--- src/rtl/cpu_bus_ctrl.sv ---
// CPU-side bus controller: turns the core's level-held request into one memory req/ack access.
// Optional access timeout is compiled in with CPU_BUS_CTRL_TIMEOUT_EN.
module cpu_bus_ctrl #(
    parameter int unsigned ADDR_WIDTH     = 16,
    parameter int unsigned DATA_WIDTH     = 8,
    parameter int unsigned MIN_WAIT       = 1,
    parameter int unsigned TIMEOUT_CYCLES = 64
) (
    input  logic                  clk,
    input  logic                  rst,
    input  logic                  enable,
    input  logic                  cpu_req,
    input  logic                  cpu_which,
    input  logic [ADDR_WIDTH-1:0] cpu_addr,
    input  logic [DATA_WIDTH-1:0] cpu_wdata,
    output logic [DATA_WIDTH-1:0] cpu_rdata,
    output logic                  cpu_ack,
    output logic                  cpu_err,
    output logic                  mem_req,
    output logic                  mem_we,
    output logic [ADDR_WIDTH-1:0] mem_addr,
    output logic [DATA_WIDTH-1:0] mem_wdata,
    input  logic [DATA_WIDTH-1:0] mem_rdata,
    input  logic                  mem_ack
);

    typedef enum logic [1:0] {StIdle, StAccess, StDone, StRecover} state_e;

    localparam logic [3:0] MinWait = 4'(MIN_WAIT);

    if (MIN_WAIT > 15 || TIMEOUT_CYCLES < 1) begin : g_bad_params
        $error("cpu_bus_ctrl: MIN_WAIT must be 0..15 and TIMEOUT_CYCLES at least 1");
    end

    state_e                state_q, state_d;
    logic [3:0]            wait_cnt_q, wait_cnt_d;
    logic                  mem_req_q, mem_req_d;
    logic                  mem_we_q, mem_we_d;
    logic [ADDR_WIDTH-1:0] mem_addr_q, mem_addr_d;
    logic [DATA_WIDTH-1:0] mem_wdata_q, mem_wdata_d;
    logic [DATA_WIDTH-1:0] cpu_rdata_q, cpu_rdata_d;
    logic                  cpu_ack_q, cpu_ack_d;
    logic                  ack_ok;

`ifdef CPU_BUS_CTRL_TIMEOUT_EN
    localparam int unsigned TmoW = $clog2(TIMEOUT_CYCLES + 1);
    localparam logic [TmoW-1:0] TmoLast = TmoW'(TIMEOUT_CYCLES - 1);

    logic [TmoW-1:0] tmo_cnt_q, tmo_cnt_d;
    logic            cpu_err_q, cpu_err_d;
`endif

    always_ff @(posedge clk) begin
        if (rst) begin
            state_q     <= StIdle;
            wait_cnt_q  <= '0;
            mem_req_q   <= 1'b0;
            mem_we_q    <= 1'b0;
            mem_addr_q  <= '0;
            mem_wdata_q <= '0;
            cpu_rdata_q <= '0;
            cpu_ack_q   <= 1'b0;
`ifdef CPU_BUS_CTRL_TIMEOUT_EN
            tmo_cnt_q   <= '0;
            cpu_err_q   <= 1'b0;
`endif
        end else if (enable) begin
            state_q     <= state_d;
            wait_cnt_q  <= wait_cnt_d;
            mem_req_q   <= mem_req_d;
            mem_we_q    <= mem_we_d;
            mem_addr_q  <= mem_addr_d;
            mem_wdata_q <= mem_wdata_d;
            cpu_rdata_q <= cpu_rdata_d;
            cpu_ack_q   <= cpu_ack_d;
`ifdef CPU_BUS_CTRL_TIMEOUT_EN
            tmo_cnt_q   <= tmo_cnt_d;
            cpu_err_q   <= cpu_err_d;
`endif
        end
    end

    // Ack counts only once mem_req has been up for MIN_WAIT cycles.
    assign ack_ok = mem_ack && (wait_cnt_q >= MinWait);

    always_comb begin
        state_d     = state_q;
        wait_cnt_d  = wait_cnt_q;
        mem_req_d   = mem_req_q;
        mem_we_d    = mem_we_q;
        mem_addr_d  = mem_addr_q;
        mem_wdata_d = mem_wdata_q;
        cpu_rdata_d = cpu_rdata_q;
        cpu_ack_d   = 1'b0;
`ifdef CPU_BUS_CTRL_TIMEOUT_EN
        tmo_cnt_d   = tmo_cnt_q;
        cpu_err_d   = 1'b0;
`endif

        unique case (state_q)
            StIdle: begin
                if (cpu_req) begin
                    mem_we_d    = cpu_which;
                    mem_addr_d  = cpu_addr;
                    mem_wdata_d = cpu_wdata;
                    mem_req_d   = 1'b1;
                    wait_cnt_d  = '0;
`ifdef CPU_BUS_CTRL_TIMEOUT_EN
                    tmo_cnt_d   = '0;
`endif
                    state_d     = StAccess;
                end
            end
            StAccess: begin
                if (wait_cnt_q != 4'd15) begin
                    wait_cnt_d = wait_cnt_q + 4'd1;
                end
                if (ack_ok) begin
                    mem_req_d = 1'b0;
                    if (!mem_we_q) begin
                        cpu_rdata_d = mem_rdata;
                    end
                    cpu_ack_d = 1'b1;
                    state_d   = StDone;
`ifdef CPU_BUS_CTRL_TIMEOUT_EN
                end else if (tmo_cnt_q == TmoLast) begin
                    // Abort with open-bus data so the core never stalls forever.
                    mem_req_d   = 1'b0;
                    cpu_rdata_d = '1;
                    cpu_ack_d   = 1'b1;
                    cpu_err_d   = 1'b1;
                    state_d     = StDone;
                end else begin
                    tmo_cnt_d = tmo_cnt_q + 1'b1;
`endif
                end
            end
            StDone: begin
                state_d = StRecover;
            end
            StRecover: begin
                // Dead cycle lets the core's registered request drop after cpu_ack.
                state_d = StIdle;
            end
            default: begin
                state_d = StIdle;
            end
        endcase
    end

    assign cpu_rdata = cpu_rdata_q;
    assign cpu_ack   = cpu_ack_q;
    assign mem_req   = mem_req_q;
    assign mem_we    = mem_we_q;
    assign mem_addr  = mem_addr_q;
    assign mem_wdata = mem_wdata_q;
`ifdef CPU_BUS_CTRL_TIMEOUT_EN
    assign cpu_err   = cpu_err_q;
`else
    assign cpu_err   = 1'b0;
`endif

endmodule

--- config.mk ---
export PLATFORM = sky130hd
export DESIGN_NAME = cpu_bus_ctrl
export DESIGN_NICKNAME = d
export VERILOG_FILES = /design/src/rtl/cpu_bus_ctrl.sv
export SDC_FILE = /design/constraint.sdc
export NUM_CORES = 1
export LEC_CHECK = 0
export CAP_MARGIN = 15
export CORE_ASPECT_RATIO = 1.4
export CORE_MARGIN = 1
export CORE_UTILIZATION = 46
export CTS_BUF_LIST = sky130_fd_sc_hd__clkbuf_8
export CTS_CLUSTER_DIAMETER = 120
export DETAILED_ROUTE_END_ITERATION = 10
export PLACE_DENSITY = 0.95
export SYNTH_ARGS = -nofsm -noshare
export SYNTH_HDL_FRONTEND = slang
export SYNTH_SLANG_ARGS = --single-unit
--- constraint.sdc ---
create_clock -name clk -period 5.3 [get_ports clk]
set_input_delay 1.06 -clock clk [delete_from_list [all_inputs] [get_ports clk]]
set_output_delay 1.06 -clock clk [all_outputs]
set_load 0.005 [all_outputs]
==> results_dict.tcl, run 1 <==
set metrics [dict create \
    layout-drive-gt1-share_pct 4.962 \
    cts_buffers 5 \
    io_buffer_count 72 \
    ys_seq_elements 41 \
    crit_chain "clkdlybuf4s50_1, nand3_1, o21bai_1, nor2_1" \
    synth_edf_count 0 \
    cts_htree_levels 2 \
    initial_core_util_pct 48.51 \
    drc 0 \
    nets 305 \
    grt_usage_pct 21.75 \
    netlist_instances 193 \
    leakagePower_nw 0.9131 \
    synth_fp_nets 237 \
    drv_slew 0 \
    grt_pass1_wl_mm 6.175 \
    cts_tree "done" \
    die_y_um 72.95 \
    seq_area_um2 820.8 \
    ys_seq_area_share_pct 49.62 \
    antenna_left 0 \
    synth_most_common_cell "nand2_1" \
    endpoint "wait_cnt_q[3]$_SDFFE_PP0P_" \
    finClkSkew_ns 0.001695 \
    critPathCaptureType "register" \
    power_density_mw_per_mm2 284.3 \
    yosys.area.top_type "dfxtp_1" \
    critPathLaunchType "primary input" \
    reg2reg_slack_ns 3.12 \
    min_path_type "register to register" \
    path_clk_slew_ns 0.07 \
    rows 25 \
    rsz0062_at_grt "false" \
    worst-path-stages 4 \
    r2r_start "state_q[0]$_SDFFE_PP0P_" \
    power.total_w 0.0007082 \
    fin_ws_ns 2.349 \
    path_max_fanout 26 \
    tightest_slew_ns 0.9723 \
    synth_cell_types 28 \
    via_per_inst 4.871 \
    gp_congestion 0.7964 \
    place_area_mm2 0.002375 \
    core-area_mm2 0.003410 \
    vias 1471 \
    synthFlopType "dfxtp_1" \
    path_class "primary input to register" \
    post-route-cell-area_mm2 0.002491 \
    min_path_cells 2 \
    clkSinkCount 41 \
    antenna_found_initial 0 \
    dieArea_mm2 0.003843 \
    critPathLaunch "enable" \
    die_w_um 52.68 \
    cts_buffer_depth 2 \
    r2r_end "wait_cnt_q[3]$_SDFFE_PP0P_" \
    antenna_cells 0 \
    synth_area_mm2 0.001654 \
    drt_first_pass_iters 4 \
    cts_root_buffer "clkbuf_8" \
    grt_max_degree 39 \
    critPathMaxStageDelay_ns 0.74 \
    pin_count 74 \
    synth_warnings 0 \
    clock_latency_ns 0.29 \
    period_share_pct 55.67 \
    cp.required_ns 5.47 \
    setup_tns_ns 0 \
    wl_mm 3.844 \
    synth.cells.most_frequent "nand2_1, dfxtp_1, a21oi_1, nor2_1, mux2i_1" \
    grt_pass1_vias 1413 \
    setup_viol 0 \
    synthArstFlopShare_pct 0 \
    maxSlewHeadroom_pct 35.00 \
    dpl.hpwl_mm 2.768 \
    synth_top_area_share_pct 49.62 \
    fillers 272 \
    crit_buf_inv 1 \
    slowest_stage "nand3_1" \
    ir_worst_vdd_mv 0.2686 \
    postSynthAreaPerCell_um2 8.570 \
    finalCriticalPeriod_ns 2.951 \
    cts_resized 0 \
    wl_per_cell_um 12.73 \
    grt_overflow 0 \
    crit_family "simple AND/OR/NAND/NOR gates" \
    cts_setup_buffers 0 \
    max_freq_mhz 338.9 \
    critPathArrivalTime_ns 3.12 \
    hold_violations 0 \
    area_growth_pct 50.61 \
    drt_iter0_drc 48 \
    outcome "completed" \
    timing.max_cap.violations 0 \
    multi_input_area_um2 747.0 \
    ff2ff_path_depth 5 \
    ys_top_cells_by_area "dfxtp_1, nand2_1, a21oi_1" \
    cts_hold_buf 0 \
    dp_slack_ns 2.053 \
]
[layout make-up]
cell class	count	area share, %
clock buffers	6	3.315
clock inverters	2	1.356
inverters	7	1.155
multi-input cells	133	29.98
flip-flops and latches	41	32.95
well taps	40	2.009
repair buffers	73	29.23
[flip-flops by register name, summed over array words and instances, names as in the netlist]
register and count:
mem_wdata 8, wait_cnt_q 4, mem_addr 16, mem_we 1
cpu_rdata 8, cpu_ack 1, state_q 2, mem_req 1
[cell families (layout without fill, tap and decap cells)]
family | count (synthesis) | in the layout | synth area share, %
buf+inv | 19 | 88 | 5.219
compound gates | 34 | 34 | 11.80
xor+xnor | 2 | 2 | 1.059
simple gates | 79 | 79 | 20.80
other cells | 1 | 1 | 0.2267
fa+ha+maj | 6 | 6 | 4.538
flops | 41 | 41 | 49.62
mux | 11 | 11 | 6.732
[tightest hold or removal path, delay by kind of cell (launching register included)]
kind | cells | cell delay, ns
DFF | 1 | 0.31
and+or+nand+nor | 1 | 0.05
AOI/OAI and AO/OA | 1 | 0.05
[report_power, final]
part	switching (W)	total, W	internal [W]
registers	0.00000921	0.000333	0.000324
logic	0.0000557	0.000124	0.0000685
clock network	0.0000996	0.000251	0.000151
[how the worst min path moves through the flow]
stage	startpoint	to
6_report	cpu_ack$_SDFFE_PP0P_	cpu_ack$_SDFFE_PP0P_
3_5_place_dp	mem_wdata[6]$_SDFFE_PP0P_	mem_wdata[6]$_SDFFE_PP0P_
3_3_place_gp	mem_addr[1]$_SDFFE_PP0P_	mem_addr[1]$_SDFFE_PP0P_
4_1_cts	mem_wdata[6]$_SDFFE_PP0P_	mem_wdata[6]$_SDFFE_PP0P_
5_1_grt	mem_addr[9]$_SDFFE_PP0P_	mem_addr[9]$_SDFFE_PP0P_
2_1_floorplan	cpu_ack$_SDFFE_PP0P_	cpu_ack$_SDFFE_PP0P_
[per-stage QoR]
step                      cells  hold WS [ns]  util (%)
after floorplan             193        0.4527         -
after detailed placement    294        0.4453     69.65
final                       302        0.4532     73.06
after CTS                   302        0.4554     73.06
after global placement      294        0.4404     69.65
after global routing        302        0.4728     73.06
[per-layer routing]
metal  share of wire [%]  track usage, %  vias to the layer above
met5                   0               0                        -
met4                 1.0           6.140                        0
met3                 4.9           6.042                        4
met2                  56           39.94                       43
met1                  38           23.54                      656
li1                    -               -                      768
[layout by cell type, fill, tap and decap left out, drive strengths merged]
cell	synthesis	final
xor2	1	1
nand2	52	52
a2111oi	1	1
nand4	2	2
a21oi	26	26
conb	1	1
a211oi	1	1
o21bai	1	1
buf	3	1
nor2b	2	2
xnor2	1	1
ha	6	6
nor4	1	1
and3	2	2
o21ai	1	1
mux2i	10	10
nor2	16	16
clkdlybuf4s50	0	72
a311oi	2	2
nand3	3	3
mux2	1	1
inv	7	8
clkbuf	9	6
nor4b	1	1
bufinv	0	1
dfxtp	41	41
a31oi	2	2
Note: power is estimated with default switching activity, not from simulation.
==> run 2: changes to the inputs <==
--- a/config.mk
+++ b/config.mk
@@ -8,11 +8,11 @@
 export CAP_MARGIN = 15
 export CORE_ASPECT_RATIO = 1.4
 export CORE_MARGIN = 1
-export CORE_UTILIZATION = 46
+export CORE_UTILIZATION = 39
 export CTS_BUF_LIST = sky130_fd_sc_hd__clkbuf_8
 export CTS_CLUSTER_DIAMETER = 120
 export DETAILED_ROUTE_END_ITERATION = 10
-export PLACE_DENSITY = 0.95
+export PLACE_DENSITY = 0.88
 export SYNTH_ARGS = -nofsm -noshare
 export SYNTH_HDL_FRONTEND = slang
 export SYNTH_SLANG_ARGS = --single-unit
==> constraint.sdc (replaced) <==
create_clock -name clk -period 2.5 [get_ports clk]
set_input_delay 0.5 -clock clk [delete_from_list [all_inputs] [get_ports clk]]
set_output_delay 0.5 -clock clk [all_outputs]
set_load 0.005 [all_outputs]
==> run 2 against run 1 <==
Net effect:
- combinational power grew 120%
- count of clock-buffer cells in the layout unchanged
- core utilization is 9.7 points lower
- the flow now finishes with violations (design-rule violations)
- critical path depth up 2
==> results_dict.tcl, run 2 (same netlist as run 1, synthesis figures left out) <==
set metrics [dict create \
    initial_core_util_pct 41.49 \
    layout_commonest_cell "clkdlybuf4s50_1" \
    fillers 347 \
    slowest_stage "clkdlybuf4s50_1" \
    gp_congestion 0.8596 \
    cp.required_ns 2.67 \
    cts_root_buffer "clkbuf_8" \
    r2r_end "cpu_rdata[7]$_SDFFE_PP0P_" \
    outcome "complete, but fails checks" \
    fin_ws_ns 0.6416 \
    min_path_type "register to register" \
    seq_area_um2 820.8 \
    dpl.hpwl_mm 3.045 \
    clock_latency_ns 0.28 \
    reg2reg_slack_ns 0.67 \
    vias 1548 \
    io_buffer_count 72 \
    cts_tree "done" \
    max_freq_mhz 538.1 \
    leakagePower_nw 0.9330 \
    rows 27 \
    grt_overflow 0 \
    grt_usage_pct 19.66 \
    cts_setup_buffers 0 \
    dieArea_mm2 0.004509 \
    grt_max_degree 26 \
    via_per_inst 5.010 \
    min_path_cells 2 \
    grt_pass1_wl_mm 6.803 \
    hold_violations 0 \
    antenna_cells 0 \
    period_share_pct 74.34 \
    hp-start "mem_wdata[7]$_SDFFE_PP0P_" \
    crit_buf_inv 3 \
    path_max_fanout 8 \
    drc 8 \
    multi_input_area_um2 747.0 \
    path_class "primary input to register" \
    power_density_mw_per_mm2 597.6 \
    rsz0062_at_grt "false" \
    critPathArrivalTime_ns 2.03 \
    fin_cells 309 \
    area_growth_pct 52.65 \
    drt_iter0_drc 79 \
    antenna_found_initial 0 \
    cts_buffers 5 \
    place_inst 301 \
    critPathLaunchType "primary input" \
    nets 309 \
    antenna_left 0 \
    drt_first_pass_iters 7 \
    final_cell_mix "clkdlybuf4s50_1, nand2_1, dfxtp_1, a21oi_1, nor2_1" \
    die_w_um 57.04 \
    cts_htree_levels 2 \
    setup_tns_ns 0 \
    finClkSkew_ns 0.005123 \
    core-area_mm2 0.003986 \
    critPathMaxStageDelay_ns 0.66 \
    crit_chain "clkdlybuf4s50_1, inv_4, nor4_4, buf_4, mux2i_1, nor2_1" \
    drv_slew 0 \
    wl_mm 4.124 \
    ff2ff_path_depth 7 \
    finalCriticalPeriod_ns 1.858 \
    tightest_slew_ns 0.6227 \
    ir_worst_vdd_mv 0.3522 \
    r2r_start "wait_cnt_q[1]$_SDFFE_PP0P_" \
    timing.max_cap.violations 0 \
    critPathCaptureType "register" \
    cts_hold_buf 0 \
    dp_slack_ns 0.3597 \
    maxSlewHeadroom_pct 58.38 \
    clkSinkCount 41 \
    crit_family "buffers and inverters" \
    wl_per_cell_um 13.35 \
    layout-drive-gt1-share_pct 6.391 \
    min_to "mem_wdata[7]$_SDFFE_PP0P_" \
    failed_checks "design-rule violations" \
    largest_reg_flops 16 \
    power.total_w 0.001509 \
    cts_buffer_depth 2 \
    setup_viol 0 \
    die_y_um 79.06 \
    path_clk_slew_ns 0.07 \
    grt_pass1_vias 1529 \
    pin_count 74 \
    cts_resized 0 \
]
==> run 2: cell count changes in the layout (fill, tap and decap cells not counted), sizes merged <==
| cell | change |
|---|---|
| buf | +4 |
==> run 2: layer usage <==
metal  wire [um]  track usage, %
met5           0               0
met4          74           8.293
met3         188           3.583
met2        2353           37.18
met1        1507           20.84
==> run 2: metrics by stage <==
step / util (%) / hold slack [ns] / area, um2
2_1_floorplan: - / 0.4527 / 1654
3_3_place_gp: 60.42 / 0.4412 / 2409
3_5_place_dp: 60.42 / 0.4466 / 2409
4_1_cts: 63.34 / 0.4569 / 2525
5_1_grt: 63.34 / 0.4760 / 2525
6_report: 63.34 / 0.4556 / 2525
==> run 2: report_power, final <==
group / internal [W] / total [W] / switching [W]
clock: 0.000321 / 0.000534 / 0.000213
combinational: 0.000149 / 0.000269 / 0.000119
sequential: 0.000686 / 0.000706 / 0.0000200
==> run 2: worst register-to-register path, cell delays in order, from the launching register on <==
cell and delay, ns:
dfxtp_1 0.38, inv_1 0.08, ha_1 0.19, nor4b_2 0.54, nor4_4 0.08, buf_4 0.21, mux2i_1 0.19, nor2_1 0.05
==> run 2: worst max path at each step <==
stage | from | end | cells after the start
3_5_place_dp | enable | cpu_rdata[7]$_SDFFE_PP0P_ | 6
5_1_grt | wait_cnt_q[1]$_SDFFE_PP0P_ | cpu_rdata[7]$_SDFFE_PP0P_ | 7
6_report | enable | cpu_rdata[7]$_SDFFE_PP0P_ | 6
4_1_cts | enable | cpu_rdata[7]$_SDFFE_PP0P_ | 6
2_1_floorplan | wait_cnt_q[0]$_SDFFE_PP0P_ | cpu_rdata[0]$_SDFFE_PP0P_ | 6
3_3_place_gp | enable | cpu_rdata[0]$_SDFFE_PP0P_ | 6
==> run 2: cell type report <==
class / instances / share of cell area [%]
Multi-Input combinational cell: 133 / 29.58
Tap cell: 43 / 2.131
Timing Repair Buffer: 77 / 30.03
Inverter: 7 / 1.140
Clock inverter: 2 / 1.338
Clock buffer: 6 / 3.271
Sequential cell: 41 / 32.51
==> edit 1: new RTL, flow settings as in run 2 <==
Change the parameter `ADDR_WIDTH` from 16 to 18.
--- a/src/rtl/cpu_bus_ctrl.sv
+++ b/src/rtl/cpu_bus_ctrl.sv
@@ -1,7 +1,7 @@
 // CPU-side bus controller: turns the core's level-held request into one memory req/ack access.
 // Optional access timeout is compiled in with CPU_BUS_CTRL_TIMEOUT_EN.
 module cpu_bus_ctrl #(
-    parameter int unsigned ADDR_WIDTH     = 16,
+    parameter int unsigned ADDR_WIDTH     = 18,
     parameter int unsigned DATA_WIDTH     = 8,
     parameter int unsigned MIN_WAIT       = 1,
     parameter int unsigned TIMEOUT_CYCLES = 64
Ports: changed (resized cpu_addr and mem_addr); port bits go from 74 to 78. No check against the original RTL was run, so the function may have changed too.
==> edit 1 against run 2 <==
Non-clock buffer count up 1. Sequential cell count is 2 higher. Area after synthesis up 10%. Total power grew 5.9%. Setup slack improved by 22 ps. Design area is 8.2% higher. First-iteration DRC count grew 22%. Routed wire length up 1.5%. Largest cell class is now multi-input combinational cells.
==> edit 1: results (changes against run 2) <==
synth_fp_nets: 261  # +10%
cp.arrival_ps: 2060  # +30 ps
routedWlPerCell_um: 12.0  # -10%
initial_utilization_pct: 40.5  # -1.0 points
grt_pass1_vias: 1591  # +4.1%
track_usage_pct: 18.0  # -1.6 points
yosys-top-cells-area: "dfxtp_1, nand2_1, a21oi_1"
drive_gt1_share_pct: 6.27  # -0.12 points
fillCellCount: 400  # +15%
worstPathMaxFanout: 11  # +3
via_per_inst: 4.76  # -4.9%
power_leakage_nw: 0.980  # +5.0%
placed_area_um2: 2620  # +8.8%
io_buffers: 76  # +5.6%
r2r-start: "state_q[1]$_SDFFE_PP0P_"
grt_max_degree: 34  # +31%
r2r_slack_ps: 780  # +110 ps
grt_pass1_wl_mm: 6.91  # +1.5%
ys_types: 30  # +7.1%
tightest_slew_ps: 561  # -61.4 ps
drt_iter0_drc: 96  # +22%
postCtsSetupBuffers: 0  # unchanged
nNetsFinal: 332  # +7.4%
gp_congestion: 0.776  # -9.7%
yosys-top-cells-count: "nand2_1, dfxtp_1, a21oi_1, mux2i_1, clkbuf_1"
min-delay-start: "mem_addr[12]$_SDFFE_PP0P_"
largest_register_ffs: 18  # +2
first_pass_iters: 5  # -2
skew_ps: 4.94  # -0.185 ps
status: "finished, final reports clean"
crit_path_max_incr_delay_ps: 700  # +40 ps
dp.final_hpwl_mm: 3.08  # +1.2%
synth-seq-area-share_pct: 47.3  # -2.4 points
clk-insertion-delay-late_ps: 300  # +20 ps
## edit 1: worst paths after layout
check | to | depth (start not counted)
hold reg to reg | mem_addr[12]$_SDFFE_PP0P_ | 2
hold / removal | mem_addr[12]$_SDFFE_PP0P_ | 2
setup reg to reg | cpu_rdata[2]$_SDFFE_PP0P_ | 5
setup / recovery | cpu_rdata[2]$_SDFFE_PP0P_ | 4
## edit 1: through the flow
stage / worst slack (ps) / total power [W] / hold slack (ps) / cells
after global routing: 512 / 0.00168 / 473 / 349
after detailed placement: 340 / 0.00108 / 446 / 341
after CTS: 640 / 0.00162 / 457 / 349
after floorplan: 1050 / 0.000924 / 451 / 215
final: 664 / 0.00160 / 455 / 349
after global placement: 399 / 0.00107 / 441 / 341
## edit 1: per-layer routing
layer | global-route usage (%) | wire length (um)
met5 | 0 | 0
met4 | 6.13 | 55
met3 | 5.76 | 306
met2 | 32.0 | 2180
met1 | 19.2 | 1650
## edit 1: cell families (layout without fill, tap and decap cells)
group           count (synthesis)  in the layout  synth area share, %
simple gates                   90             90                 22.6
compound gates                 43             43                 14.6
flops                          43             43                 47.3
buf+inv                        21             93                 5.15
mux                            11             11                 6.11
fa+ha+maj                       6              6                 4.12
other cells                     1              1                0.206
## edit 1: cell type report
class	count	area, um2	area share, %
Multi-Input combinational cell	151	867	31.7
Sequential cell	43	861	31.5
Timing Repair Buffer	78	788	28.8
Tap cell	62	77.6	2.84
Clock buffer	5	68.8	2.52
Clock inverter	3	43.8	1.60
Inverter	7	26.3	0.962
## edit 1: report_power, final
part	leakage (nW)	switching (W)	internal, W
sequential	0.350	0.0000216	0.000723
combinational	0.572	0.000142	0.000176
clock	0.0581	0.000237	0.000297
## edit 1: worst register-to-register path, cell delays in order, from the launching register on
cell and delay, ps:
dfxtp_1 330, inv_1 80, ha_1 390, nand3_2 170, nor3_4 430, mux2i_1 260
==> edit 2: new RTL, config.mk and constraints of run 2 <==
Made on the original files. Encoding of `state_e`: now Gray code (2 bits for 4 states).
--- a/src/rtl/cpu_bus_ctrl.sv
+++ b/src/rtl/cpu_bus_ctrl.sv
@@ -24,7 +24,7 @@
     input  logic                  mem_ack
 );
 
-    typedef enum logic [1:0] {StIdle, StAccess, StDone, StRecover} state_e;
+    typedef enum logic [1:0] {StIdle = 2'b00, StAccess = 2'b01, StDone = 2'b11, StRecover = 2'b10} state_e;
 
     localparam logic [3:0] MinWait = 4'(MIN_WAIT);
 
Check against the original RTL: same outputs for any inputs over 10 cycles, from zero or initial values and one cycle with rst high; not proved beyond that.
==> edit 2 against run 2 <==
The run still ends with design-rule violations left. Setup slack lost 48 ps. Sequential power down 2%. Cell count grew 0.97%. Area after synthesis grew 0.38%. Total power decreased by 5.4%. Routed wire length fell by 3.5%. Synthesized cell count grew 2.6%. Sequential share of layout area shrank 0.13 points. Design area rose by 0.40%. Sequential cell count did not move. Largest cell class unchanged.
==> edit 2: results (changes against run 2) <==
placed_area_um2: 2420  # +0.42%
ys_types: 33  # +18%
hold_path.class: "reg2reg"
yosys-top-cells-area: "dfxtp_1, nand2_1, a21oi_1"
grt_pass1_wl_mm: 6.58  # -3.4%
via_per_inst: 5.05  # +0.89%
status: "finished with violations"
drt_iter0_drc: 62  # -22%
cts.htree.levels: 2  # unchanged
crit_path_max_incr_delay_ps: 620  # -40 ps
cp.arrival_ps: 2120  # +90 ps
power_leakage_nw: 0.909  # -2.5%
layoutNonFillerInstCount: 312  # +0.97%
fillCellCount: 359  # +3.5%
dp.final_hpwl_mm: 2.82  # -7.4%
violations: "design-rule violations"
synthCells: 198  # +2.6%
track_usage_pct: 18.6  # -1.0 points
worstPathMaxFanout: 9  # +1
route.detailed.drc: 10  # +2
gp_congestion: 0.836  # -2.8%
synth-seq-area-share_pct: 49.4  # -0.19 points
slew_headroom_pct: 55.8  # -2.6 points
synth_fp_nets: 239  # +0.84%
vdd_drop_max_v: 0.000326  # -7.5%
skew_ps: 4.37  # -0.748 ps
routedWlPerCell_um: 12.8  # -4.4%
dp.cells: 304  # +1.0%
grt_max_degree: 28  # +7.7%
-- edit 2: cell types whose count changed after synthesis, sizes merged, moves of 3 or more --
cell,delta
buf,+3
nand2,+16
a21oi,+4
ha,-3
nor2,-15
inv,-3
-- edit 2: area by class of cell --
| class | instances | area (um2) | area share, % |
|---|---|---|---|
| sequential | 41 | 821 | 32.4 |
| tap | 43 | 53.8 | 2.12 |
| multi-input combinational | 139 | 771 | 30.4 |
| inverter | 4 | 15.0 | 0.592 |
| clock inverter | 2 | 33.8 | 1.33 |
| timing repair buffer | 77 | 758 | 29.9 |
| clock buffer | 6 | 82.6 | 3.26 |
-- edit 2: logic make-up (layout without fill, tap and decap cells) --
| family | count (synthesis) | in the layout | synth area share [%] |
|---|---|---|---|
| adder cells (fa/ha/maj) | 3 | 3 | 2.26 |
| multiplexers | 9 | 9 | 5.43 |
| AO/OA/AOI/OAI | 37 | 37 | 12.3 |
| other | 1 | 1 | 0.226 |
| AND/OR/NAND/NOR | 89 | 89 | 25.3 |
| flip-flops | 41 | 41 | 49.4 |
| buffers and inverters | 18 | 89 | 5.05 |
-- edit 2: where the power goes --
part           leakage, nW  switching [W]  internal (W)
Clock               0.0626       0.000218      0.000321
Sequential           0.333      0.0000173      0.000677
Combinational        0.513      0.0000762      0.000117
Total                0.909       0.000311       0.00112
-- edit 2: per-layer routing --
metal | global-route usage, % | wire (um) | vias to the layer above
li1 | - | - | 798
met1 | 20.6 | 1590 | 707
met2 | 33.3 | 2060 | 62
met3 | 3.91 | 235 | 10
met4 | 9.02 | 100 | 0
met5 | 0 | 0 | -
-- edit 2: path summary, 6_finish.rpt --
check	slack, ps	to	cells past startpoint	start
setup / recovery	590	wait_cnt_q[2]$_SDFFE_PP0P_	4	enable
hold / removal	450	mem_addr[8]$_SDFFE_PP0P_	2	mem_addr[8]$_SDFFE_PP0P_
setup reg to reg	780	cpu_rdata[1]$_SDFFE_PP0P_	6	wait_cnt_q[1]$_SDFFE_PP0P_
hold reg to reg	450	mem_addr[8]$_SDFFE_PP0P_	2	mem_addr[8]$_SDFFE_PP0P_
-- edit 2: critical path: cells and delay by family --
kind / cells / cell delay, ps
AND/OR/NAND/NOR: 2 / 770
buffers and inverters: 1 / 620
AO/OA/AOI/OAI: 1 / 230
-- edit 2: per-stage QoR --
stage               worst slack (ps)  utilization [%]  hold WS (ps)
floorplan                        913                -           451
global placement                 358             60.2           441
detailed placement               312             60.2           446
CTS                              604             63.1           457
global route                     498             63.1           471
finish                           593             63.1           455
